**config.mk**
```make
export PLATFORM = sky130hd
export DESIGN_NAME = alu_commit_flat
export DESIGN_NICKNAME = d
export VERILOG_FILES = /design/src/rtl/alu_commit_if.sv /design/src/rtl/alu_commit.sv /design/src/flat_wrapper.sv
export SDC_FILE = /design/constraint.sdc
export NUM_CORES = 1
export LEC_CHECK = 0
export BUFFER_PORTS_ARGS = -buffer_cell sky130_fd_sc_hd__buf_2
export CAP_MARGIN = 0
export CORE_AREA = 2 2 64 66
export CTS_CLUSTER_SIZE = 12
export DETAILED_ROUTE_END_ITERATION = 7
export DIE_AREA = 0 0 66 68
export PLACE_DENSITY = 0.67
export RECOVER_POWER = 25
export SKIP_LAST_GASP = 1
export SYNTH_ARGS = -nofsm -noshare
export SYNTH_HDL_FRONTEND = slang
export SYNTH_SLANG_ARGS = --single-unit
```
**constraint.sdc**
```tcl
create_clock -name CLK -period 1.99 [get_ports CLK]
set_input_delay 0.398 -clock CLK [delete_from_list [all_inputs] [get_ports CLK]]
set_output_delay 0.398 -clock CLK [all_outputs]
set_load 0.01 [all_outputs]
```
**src/rtl/alu_commit_if.sv**
```systemverilog
// Bundles the ALU-result, status and register-file write signals of the commit stage.
// slave is the commit stage's view; master is the view of whatever drives the ALU and RF sides.
interface alu_commit_if #(
  parameter int DW = 8,
  parameter int AW = 4
);
  logic          IN_VALID;
  logic          IN_READY;
  logic [DW-1:0] ALU_RESULT;
  logic          ALU_FLAG;
  logic          ALU_OVERFLOW;
  logic          FLAG_WRITE;
  logic          OVERFLOW_WRITE;
  logic          REG_WRITE;
  logic [AW-1:0] WR_ADDR;
  logic          FLAG_Q;
  logic          OVERFLOW_Q;
  logic          RF_VALID;
  logic          RF_READY;
  logic [AW-1:0] RF_ADDR;
  logic [DW-1:0] RF_DATA;
  logic [7:0]    COMMIT_COUNT;

  modport slave (
    input  IN_VALID, ALU_RESULT, ALU_FLAG, ALU_OVERFLOW, FLAG_WRITE,
           OVERFLOW_WRITE, REG_WRITE, WR_ADDR, RF_READY,
    output IN_READY, FLAG_Q, OVERFLOW_Q, RF_VALID, RF_ADDR, RF_DATA, COMMIT_COUNT
  );

  modport master (
    output IN_VALID, ALU_RESULT, ALU_FLAG, ALU_OVERFLOW, FLAG_WRITE,
           OVERFLOW_WRITE, REG_WRITE, WR_ADDR, RF_READY,
    input  IN_READY, FLAG_Q, OVERFLOW_Q, RF_VALID, RF_ADDR, RF_DATA, COMMIT_COUNT
  );
endinterface

```
**src/rtl/alu_commit.sv**
```systemverilog
// Commit stage behind the ALU: architectural FLAG/OVERFLOW registers, a commit counter,
// and a 2-entry FIFO that holds register-file writes while the shared write port stalls.
module alu_commit #(
  parameter int DW = 8,
  parameter int AW = 4
) (
  input logic         CLK,
  input logic         RESET_N,
  alu_commit_if.slave bus
);

  typedef enum logic [1:0] {
    EMPTY = 2'd0,
    ONE   = 2'd1,
    FULL  = 2'd2
  } queueState_e;

  queueState_e   state_q;
  logic [AW-1:0] headAddr_q;
  logic [DW-1:0] headData_q;
  logic [AW-1:0] tailAddr_q;
  logic [DW-1:0] tailData_q;
  logic          flag_q;
  logic          overflow_q;
  logic [7:0]    commitCount_q;
  logic [7:0]    commitCount_d;

  logic accept;
  logic push;
  logic pop;

  // Ready is a pure decode of the queue state, so RF backpressure never reaches the ALU combinationally.
  assign bus.IN_READY = (state_q != FULL);
  assign bus.RF_VALID = (state_q != EMPTY);
  assign bus.RF_ADDR  = headAddr_q;
  assign bus.RF_DATA  = headData_q;
  assign bus.FLAG_Q       = flag_q;
  assign bus.OVERFLOW_Q   = overflow_q;
  assign bus.COMMIT_COUNT = commitCount_q;

  assign accept = bus.IN_VALID && bus.IN_READY;
  assign push   = accept && bus.REG_WRITE;
  assign pop    = bus.RF_VALID && bus.RF_READY;

  assign commitCount_d = commitCount_q + 8'd1;

  always_ff @(posedge CLK or negedge RESET_N) begin
    if (!RESET_N) begin
      state_q       <= EMPTY;
      headAddr_q    <= '0;
      headData_q    <= '0;
      tailAddr_q    <= '0;
      tailData_q    <= '0;
      flag_q        <= 1'b0;
      overflow_q    <= 1'b0;
      commitCount_q <= 8'd0;
    end else begin
      // Status is committed at accept time so the very next ALU op sees it, even if the RF is stalled.
      if (accept) begin
        commitCount_q <= commitCount_d;
        if (bus.FLAG_WRITE) begin
          flag_q <= bus.ALU_FLAG;
        end
        if (bus.OVERFLOW_WRITE) begin
          overflow_q <= bus.ALU_OVERFLOW;
        end
      end

      case (state_q)
        EMPTY: begin
          if (push) begin
            headAddr_q <= bus.WR_ADDR;
            headData_q <= bus.ALU_RESULT;
            state_q    <= ONE;
          end
        end
        ONE: begin
          if (push && pop) begin
            headAddr_q <= bus.WR_ADDR;
            headData_q <= bus.ALU_RESULT;
          end else if (push) begin
            tailAddr_q <= bus.WR_ADDR;
            tailData_q <= bus.ALU_RESULT;
            state_q    <= FULL;
          end else if (pop) begin
            state_q <= EMPTY;
          end
        end
        FULL: begin
          // No push can arrive here because IN_READY is low.
          if (pop) begin
            headAddr_q <= tailAddr_q;
            headData_q <= tailData_q;
            state_q    <= ONE;
          end
        end
        default: begin
          state_q <= EMPTY;
        end
      endcase
    end
  end

endmodule

```
**src/flat_wrapper.sv**
```systemverilog
// flat-port wrapper written by rule: the top's interface ports become plain ports
module alu_commit_flat 
#(
  parameter int DW = 8,
  parameter int AW = 4
)
  (CLK, RESET_N, bus_IN_VALID, bus_ALU_RESULT, bus_ALU_FLAG, bus_ALU_OVERFLOW, bus_FLAG_WRITE, bus_OVERFLOW_WRITE, bus_REG_WRITE, bus_WR_ADDR, bus_RF_READY, bus_IN_READY, bus_FLAG_Q, bus_OVERFLOW_Q, bus_RF_VALID, bus_RF_ADDR, bus_RF_DATA, bus_COMMIT_COUNT);
  alu_commit_if #(.DW(DW), .AW(AW)) bus_i ();
  input logic CLK;
  input logic RESET_N;
  input wire logic [$bits(bus_i.IN_VALID)-1:0] bus_IN_VALID;
  input wire logic [$bits(bus_i.ALU_RESULT)-1:0] bus_ALU_RESULT;
  input wire logic [$bits(bus_i.ALU_FLAG)-1:0] bus_ALU_FLAG;
  input wire logic [$bits(bus_i.ALU_OVERFLOW)-1:0] bus_ALU_OVERFLOW;
  input wire logic [$bits(bus_i.FLAG_WRITE)-1:0] bus_FLAG_WRITE;
  input wire logic [$bits(bus_i.OVERFLOW_WRITE)-1:0] bus_OVERFLOW_WRITE;
  input wire logic [$bits(bus_i.REG_WRITE)-1:0] bus_REG_WRITE;
  input wire logic [$bits(bus_i.WR_ADDR)-1:0] bus_WR_ADDR;
  input wire logic [$bits(bus_i.RF_READY)-1:0] bus_RF_READY;
  output wire logic [$bits(bus_i.IN_READY)-1:0] bus_IN_READY;
  output wire logic [$bits(bus_i.FLAG_Q)-1:0] bus_FLAG_Q;
  output wire logic [$bits(bus_i.OVERFLOW_Q)-1:0] bus_OVERFLOW_Q;
  output wire logic [$bits(bus_i.RF_VALID)-1:0] bus_RF_VALID;
  output wire logic [$bits(bus_i.RF_ADDR)-1:0] bus_RF_ADDR;
  output wire logic [$bits(bus_i.RF_DATA)-1:0] bus_RF_DATA;
  output wire logic [$bits(bus_i.COMMIT_COUNT)-1:0] bus_COMMIT_COUNT;
  assign bus_i.IN_VALID = bus_IN_VALID;
  assign bus_i.ALU_RESULT = bus_ALU_RESULT;
  assign bus_i.ALU_FLAG = bus_ALU_FLAG;
  assign bus_i.ALU_OVERFLOW = bus_ALU_OVERFLOW;
  assign bus_i.FLAG_WRITE = bus_FLAG_WRITE;
  assign bus_i.OVERFLOW_WRITE = bus_OVERFLOW_WRITE;
  assign bus_i.REG_WRITE = bus_REG_WRITE;
  assign bus_i.WR_ADDR = bus_WR_ADDR;
  assign bus_i.RF_READY = bus_RF_READY;
  assign bus_IN_READY = bus_i.IN_READY;
  assign bus_FLAG_Q = bus_i.FLAG_Q;
  assign bus_OVERFLOW_Q = bus_i.OVERFLOW_Q;
  assign bus_RF_VALID = bus_i.RF_VALID;
  assign bus_RF_ADDR = bus_i.RF_ADDR;
  assign bus_RF_DATA = bus_i.RF_DATA;
  assign bus_COMMIT_COUNT = bus_i.COMMIT_COUNT;
  alu_commit #(.DW(DW), .AW(AW)) u_core (.CLK(CLK), .RESET_N(RESET_N), .bus(bus_i));
endmodule
```
Word-level counts from Yosys, hierarchy flattened --
Cells that the tools add are included.
Storage, ports and cells: output and inout port bits 24, bits in registers 36
Operators by class: equal/unequal tests 8, add/subtract/negate cells 1, reductions and logical operators 12, bitwise logic cells 1, muxes and demuxes 14
Operators with widths (number):
- $mux 8 | 3
- $pmux 8 s3 | 1
- $mux 4 | 3
- $pmux 4 s3 | 1
- $mux 2 | 5
- $add 8x1->8 const B | 1
- $reduce_and 4->1 | 2
- $ne 2x1->1 const B | 3
- $pmux 2 s3 | 1
- $logic_and 1x1->1 | 4
- $ne 2x2->1 const B | 2
- $reduce_and 2->1 | 2
- $ne 3x1->1 const B | 1
- $reduce_and 3->1 | 1
- $reduce_bool 3->1 | 1
- $eq 2x1->1 const B | 1
- $eq 2x2->1 const B | 1
- $logic_not 2->1 | 1
- $reduce_bool 2->1 | 1
- $not 1->1 | 1

Longest topological paths before layout --
Gate-level depths: netlist (run 1).
depth in word-level cells 6, gate-level depth with buffers 5

Worst setup path before layout (run 1) --
Ideal clock, no wire load.
path type register to register, start register u_core.state_q[1], end register u_core.headAddr_q[0], in the netlist u_core.bus.RF_ADDR[0], library setup time 125 ps, cell stages (with the launch flop) 5, setup slack 420 ps, arrival 1445 ps, data required time 1865 ps, buffers on the path 1, path through dfrtp_1 > or2_4 > o221ai_2 > buf_6 > mux2_2
RTL lines:
- start: declaration | line alu_commit.sv:18 | queueState_e state_q;
- start signal: assignment | line alu_commit.sv:49 | state_q <= EMPTY;
- start signal: assignment | line alu_commit.sv:74 | state_q <= ONE;
- start signal: assignment | line alu_commit.sv:84 | state_q <= FULL;
- $reduce_bool 2->1 * | line alu_commit.sv:34 | assign bus.RF_VALID = (state_q != EMPTY);
- named net bus_RF_VALID | line flat_wrapper.sv:23 | output wire logic [$bits(bus_i.RF_VALID)-1:0] bus_RF_VALID;
- $logic_and 1x1->1 * | line alu_commit.sv:43 | assign pop = bus.RF_VALID && bus.RF_READY;
- $logic_and 1x1->1 | line alu_commit.sv:78 | if (push && pop) begin
- $ne 2x1->1 (no source line)
- $reduce_and 4->1 (no source line) *
- end signal: assignment | line alu_commit.sv:72 | headAddr_q <= bus.WR_ADDR;
- end signal: assignment | line alu_commit.sv:79 | headAddr_q <= bus.WR_ADDR;
- end signal: assignment | line alu_commit.sv:92 | headAddr_q <= tailAddr_q;
- end: declaration | line alu_commit.sv:19 | logic [AW-1:0] headAddr_q;
Mark *: on every way through the listed nets, which the timed path passes. The rest lies on a longest branch. A chain may end at the register's enable or synchronous reset.

Worst setup path in the final report (run 1) --
start register u_core.state_q[1], end output port bus_IN_READY
On the way: cells in the longest elaborated chain, start to end 1
RTL lines:
- $ne 2x2->1 | line alu_commit.sv:33 | assign bus.IN_READY = (state_q != FULL);
- end: declaration | line flat_wrapper.sv:20 | output wire logic [$bits(bus_i.IN_READY)-1:0] bus_IN_READY;
No other way between the ends.

==> impl_metrics.yaml, run 1 <==
outcome:
  outcome: "finished clean"
power_and_ir_drop:
  p_total_mw: 2.43
  power.density_nw_per_um2: 1200
  leakagePower_nw: 0.920
  ir_worst_vdd_v: 0.000584
clock_tree:
  cts_tree: "built"
  cts_max_path_buffers: 2
  clk_pin_slew_ps: 70
  hold_buffers: 0
  cts.sinks: 36
  cts_buffers: 5
  cts_root_buffer: "clkbuf_8"
  h-tree-depth: 2
  insertion_delay_ps: 280
sta:
  fmax_mhz: 579
  worst_slack_ps: 263
  setup-violations-final: 0
  clock_skew_ps: 8.10
  fin_tns_setup_ps: 0
  period_share: 0.868
  rsz0062_at_grt: "no"
  finalHoldViolations: 0
  timing.hold.ws_ps: 214
  drv_slew: 0
  relSlewSlack: 0.421
  layout_min_cycle_time_ps: 1730
  worst_pin_slew_ps: 869
layout:
  final_util: 0.525
  n_antenna_cell: 0
  n_fill_cell: 347
  drive_gt1_frac: 0.588
  syn_to_final_growth_pct: 22.3
  nets: 186
  instances_no_fill: 215
  multi_input_area_um2: 708
  final_area_um2: 2030
  layout_common_cells: "buf_2 (43), mux2_2 (38), dfrtp_1 (36), xnor2_1 (7)"
  regArea_um2: 901
  final_common_cell: "buf_2"
detailed_routing:
  viasPerCell: 5.10
  dr_total_vias: 1097
  postRouteAntennaNets: 0
  avgRoutedWirePerCell_um: 14.6
  drtIter0Drc: 35
  wirelength_um: 3140
  dr.pass1.iters: 4
  route.detailed.drc: 0
placement:
  dp_cells: 206
  portBuffers: 44
  placed_cell_area_um2: 1910
  finalWeightedCongestion: 0.725
  hpwlAfterDp_um: 2310
  dp_slack_ps: 194
worst_setup_path:
  critical_path_class: "reg -> out"
  worstPathRequired_ps: 1590
  start_kind: "flip-flop"
  reg2reg_depth: 4
  end_kind: "output pin"
  r2r_slack_ps: 370
  cp_top_family: "flip-flops"
  worst_path_max_delay_cell: "dfrtp_1"
  arrival_ps: 1330
  path_cells: "nor2b_4 > inv_1 > buf_2"
  max_stage_delay_ps: 450
  r2r_start: "u_core.state_q[1]"
  worstPathMaxFanout: 11
  rr_endpoint: "u_core.bus.RF_DATA[4]"
  critical_path.n_buffers_inverters: 2
floorplanning:
  die_x_um: 66
  die_area_um2: 4490
  ios: 45
  die_h_um: 68
  initial_core_util: 0.430
  core_um2: 3860
  row_count: 23
yosys:
  syn_area_um2: 1660
  syn-num-nets: 137
  avgSynthCellArea_um2: 14.4
  ys_top_cells_by_area: "dfrtp_1 (54%), mux2_2 (26%), xnor2_1 (3.7%)"
  ys_ff_latch: 36
  syn_inst: 115
  synth.distinct_cells: 24
  yosysSeqAreaShare: 0.544
  yosysTopAreaCellShare: 0.544
  yosys_warnings: 0
  post-synth-top-area-cell: "dfrtp_1"
global_route:
  grt_start_max_net_pins: 37
  grt_overflow: 0
  antenna_found_initial: 0
  grt_first_pass_wirelength_um: 5110
  grt_pass1_vias: 1141
  grt_usage: 0.156
worst_hold_path:
  hold_class: "in -> async"
flow_run:
  drv_cap: 0
==> sequential cells by signal (all words and copies together), names as in the netlist <==
register / cells
u_core.bus.COMMIT_COUNT: 8
u_core.bus.FLAG_Q: 1
u_core.bus.OVERFLOW_Q: 1
u_core.bus.RF_ADDR: 4
u_core.bus.RF_DATA: 8
u_core.state_q: 2
u_core.tailAddr_q: 4
u_core.tailData_q: 8
==> worst max path at each step <==
stage | start | endpoint | cells after the start
floorplan | u_core.state_q[1] | u_core.bus.RF_ADDR[0] | 4
global placement | u_core.state_q[1] | u_core.bus.COMMIT_COUNT[1] | 4
detailed placement | u_core.state_q[1] | u_core.bus.COMMIT_COUNT[1] | 4
CTS | u_core.state_q[1] | bus_IN_READY | 3
global route | u_core.state_q[1] | bus_IN_READY | 3
finish | u_core.state_q[1] | bus_IN_READY | 3
==> routing by layer <==
metal  share of wire  vias to the layer above  track usage
li1                -                      509            -
met2            0.54                       34        0.287
met1            0.38                      548        0.160
met3           0.068                        6       0.0592
met5               0                        -            0
met4           0.011                        0       0.0663
==> logic make-up (layout without fill, tap and decap cells) <==
family                   count (synthesis)  in the layout  share of synthesized area
flip-flops                              36             36                      0.544
multiplexers                            39             39                      0.267
adder cells (fa/ha/maj)                  1              1                    0.00755
XOR/XNOR                                 7              7                     0.0370
AO/OA/AOI/OAI                            5              5                     0.0257
AND/OR/NAND/NOR                         21             21                     0.0899
buffers and inverters                    6             56                     0.0287
==> timing repair <==
action                                  4_1_cts  5_1_grt
resized for setup                             0        0
setup buffers                                 1        0
endpoints found under the setup margin        1        0
==> cell type report <==
cell class / instances / area share
clock inverter: 2 / 0.0173
inverter: 1 / 0.00185
sequential: 36 / 0.445
timing repair buffer: 47 / 0.120
multi-input combinational: 73 / 0.350
tap: 50 / 0.0309
clock buffer: 6 / 0.0358
==> where the power goes <==
part	internal, mW	leakage [nW]	switching [mW]
logic	0.381	0.428	0.290
registers	0.979	0.437	0.165
clock network	0.372	0.0552	0.247
total	1.73	0.920	0.703
==> synthesized netlist by cell type, drive strengths merged <==
master / count
and3: 1
nand2: 2
ha: 1
nor2b: 2
o21bai: 1
and4: 2
nand3b: 1
o21a: 1
nand3: 5
buf: 5
or2: 1
and2: 2
inv: 1
a21boi: 1
o21ai: 1
nand4: 4
dfrtp: 36
mux2: 39
o221ai: 1
nor3b: 1
xnor2: 7
(Power assumes the default switching activity.)
==> inputs of run 2 (changes only) <==
--- a/constraint.sdc
+++ b/constraint.sdc
@@ -3,2 +3,2 @@
 set_output_delay 0.398 -clock CLK [all_outputs]
-set_load 0.01 [all_outputs]
+set_load 0.02 [all_outputs]
==> run 2 against run 1 <==
Against the previous run: sequential power about the same; die area is the same; fmax fell by 6.8%; core utilization shrank 0.78 points; non-clock buffer count did not move.
==> impl_metrics.yaml, run 2 (synthesized netlist as in run 1, its figures left out) <==
floorplanning:
  core_um2: 3860
  die_area_um2: 4490
  die_h_um: 68
  ios: 45
  initial_core_util: 0.430
  die_x_um: 66
  row_count: 23
layout:
  multi_input_area_um2: 708
  instances_no_fill: 214
  layout_common_cells: "buf_2 (43), mux2_2 (38), dfrtp_1 (36), xnor2_1 (7)"
  n_antenna_cell: 0
  syn_to_final_growth_pct: 20.5
  final_area_um2: 2000
  drive_gt1_frac: 0.585
  final_common_cell: "buf_2"
  regArea_um2: 901
  n_fill_cell: 363
  nets: 186
clock_tree:
  ctsResizeCount: 0
  cts_max_path_buffers: 2
  cts_root_buffer: "clkbuf_8"
  hold_buffers: 0
  cts_tree: "built"
  clk_pin_slew_ps: 70
  cts_buffers: 5
  insertion_delay_ps: 270
  h-tree-depth: 2
  cts.sinks: 36
  cts_setup_buffers: 0
worst_setup_path:
  max_stage_delay_ps: 470
  critical_path_class: "reg -> out"
  worstPathMaxFanout: 11
  worstPathRequired_ps: 1590
  reg2reg_depth: 4
  path_cells: "nor2b_4 > inv_1 > buf_2"
  end_kind: "output pin"
  r2r_start: "u_core.state_q[1]"
  rr_endpoint: "u_core.bus.RF_DATA[4]"
  start_kind: "flip-flop"
  crit_end: "bus_IN_READY"
  critical_path.n_buffers_inverters: 2
  cp.depth: 3
  cp_top_family: "flip-flops"
  worst_path_max_delay_cell: "dfrtp_1"
  r2r_slack_ps: 320
  arrival_ps: 1460
  crit_start: "u_core.state_q[1]"
flow_run:
  drv_cap: 0
sta:
  fin_tns_setup_ps: 0
  finalHoldViolations: 0
  layout_min_cycle_time_ps: 1850
  rsz0062_at_grt: "no"
  relSlewSlack: 0.428
  worst_slack_ps: 137
  clock_skew_ps: 4.62
  setup-violations-final: 0
  worst_pin_slew_ps: 858
  fmax_mhz: 540
  drv_slew: 0
  period_share: 0.931
global_route:
  grt_start_max_net_pins: 37
  grt_pass1_vias: 1064
  grt_use_met2: 0.250
  grt_usage: 0.148
  grt-busiest-layer: "met2"
  antenna_found_initial: 0
  grt.met3_usage: 0.0543
  grt_overflow: 0
  grt_first_pass_wirelength_um: 4910
  grtUsageMet1: 0.177
worst_hold_path:
  hold_class: "in -> async"
detailed_routing:
  postRouteAntennaNets: 0
  avgRoutedWirePerCell_um: 13.8
  route.detailed.drc: 0
  viasPerCell: 4.93
  dr_total_vias: 1055
  drtIter0Drc: 45
  wirelength_um: 2960
  dr.pass1.iters: 2
power_and_ir_drop:
  ir_worst_vdd_v: 0.000708
  power.density_nw_per_um2: 1200
  leakagePower_nw: 0.906
placement:
  hpwlAfterDp_um: 2260
  portBuffers: 44
  finalWeightedCongestion: 0.745
  placed_cell_area_um2: 1920
  dp_slack_ps: 278
  dp_cells: 207
outcome:
  outcome: "finished clean"
-- run 2: report_power, final --
part / leakage, nW / internal, mW / switching, mW
combinational: 0.428 / 0.382 / 0.400
sequential: 0.437 / 0.979 / 0.167
clock: 0.0410 / 0.237 / 0.220
total: 0.906 / 1.60 / 0.787
-- run 2: routing by layer --
metal	wire [um]	vias to the layer above
met2	1530	27
met3	168	2
met4	14	0
met1	1250	521
met5	0	-
li1	-	505
-- run 2: area by class of cell --
cell class | count | area share
clock buffers | 6 | 0.0364
multi-input cells | 73 | 0.355
inverters | 1 | 0.00188
flip-flops and latches | 36 | 0.451
clock inverters | 1 | 0.00251
repair buffers | 47 | 0.122
well taps | 50 | 0.0313
-- run 2: how the worst min path moves through the flow --
stage                                           from                         end  slack, ps  cells after the start
after global placement    u_core.bus.COMMIT_COUNT[7]  u_core.bus.COMMIT_COUNT[7]        480                      1
after detailed placement  u_core.bus.COMMIT_COUNT[7]  u_core.bus.COMMIT_COUNT[7]        480                      1
after global routing                         RESET_N       u_core.bus.RF_DATA[7]        290                      1
after CTS                                    RESET_N        u_core.tailAddr_q[0]        220                      1
final                                        RESET_N       u_core.bus.RF_ADDR[0]        230                      1
after floorplan                              RESET_N  u_core.bus.COMMIT_COUNT[0]        100                      0
-- run 2: per-stage QoR --
| step | util | hold WS [ps] | total power [mW] |
|---|---|---|---|
| floorplan | - | 102 | 1.68 |
| global placement | 0.497 | 477 | 1.92 |
| detailed placement | 0.497 | 483 | 1.95 |
| CTS | 0.518 | 219 | 2.43 |
| global route | 0.518 | 291 | 2.56 |
| finish | 0.518 | 226 | 2.39 |
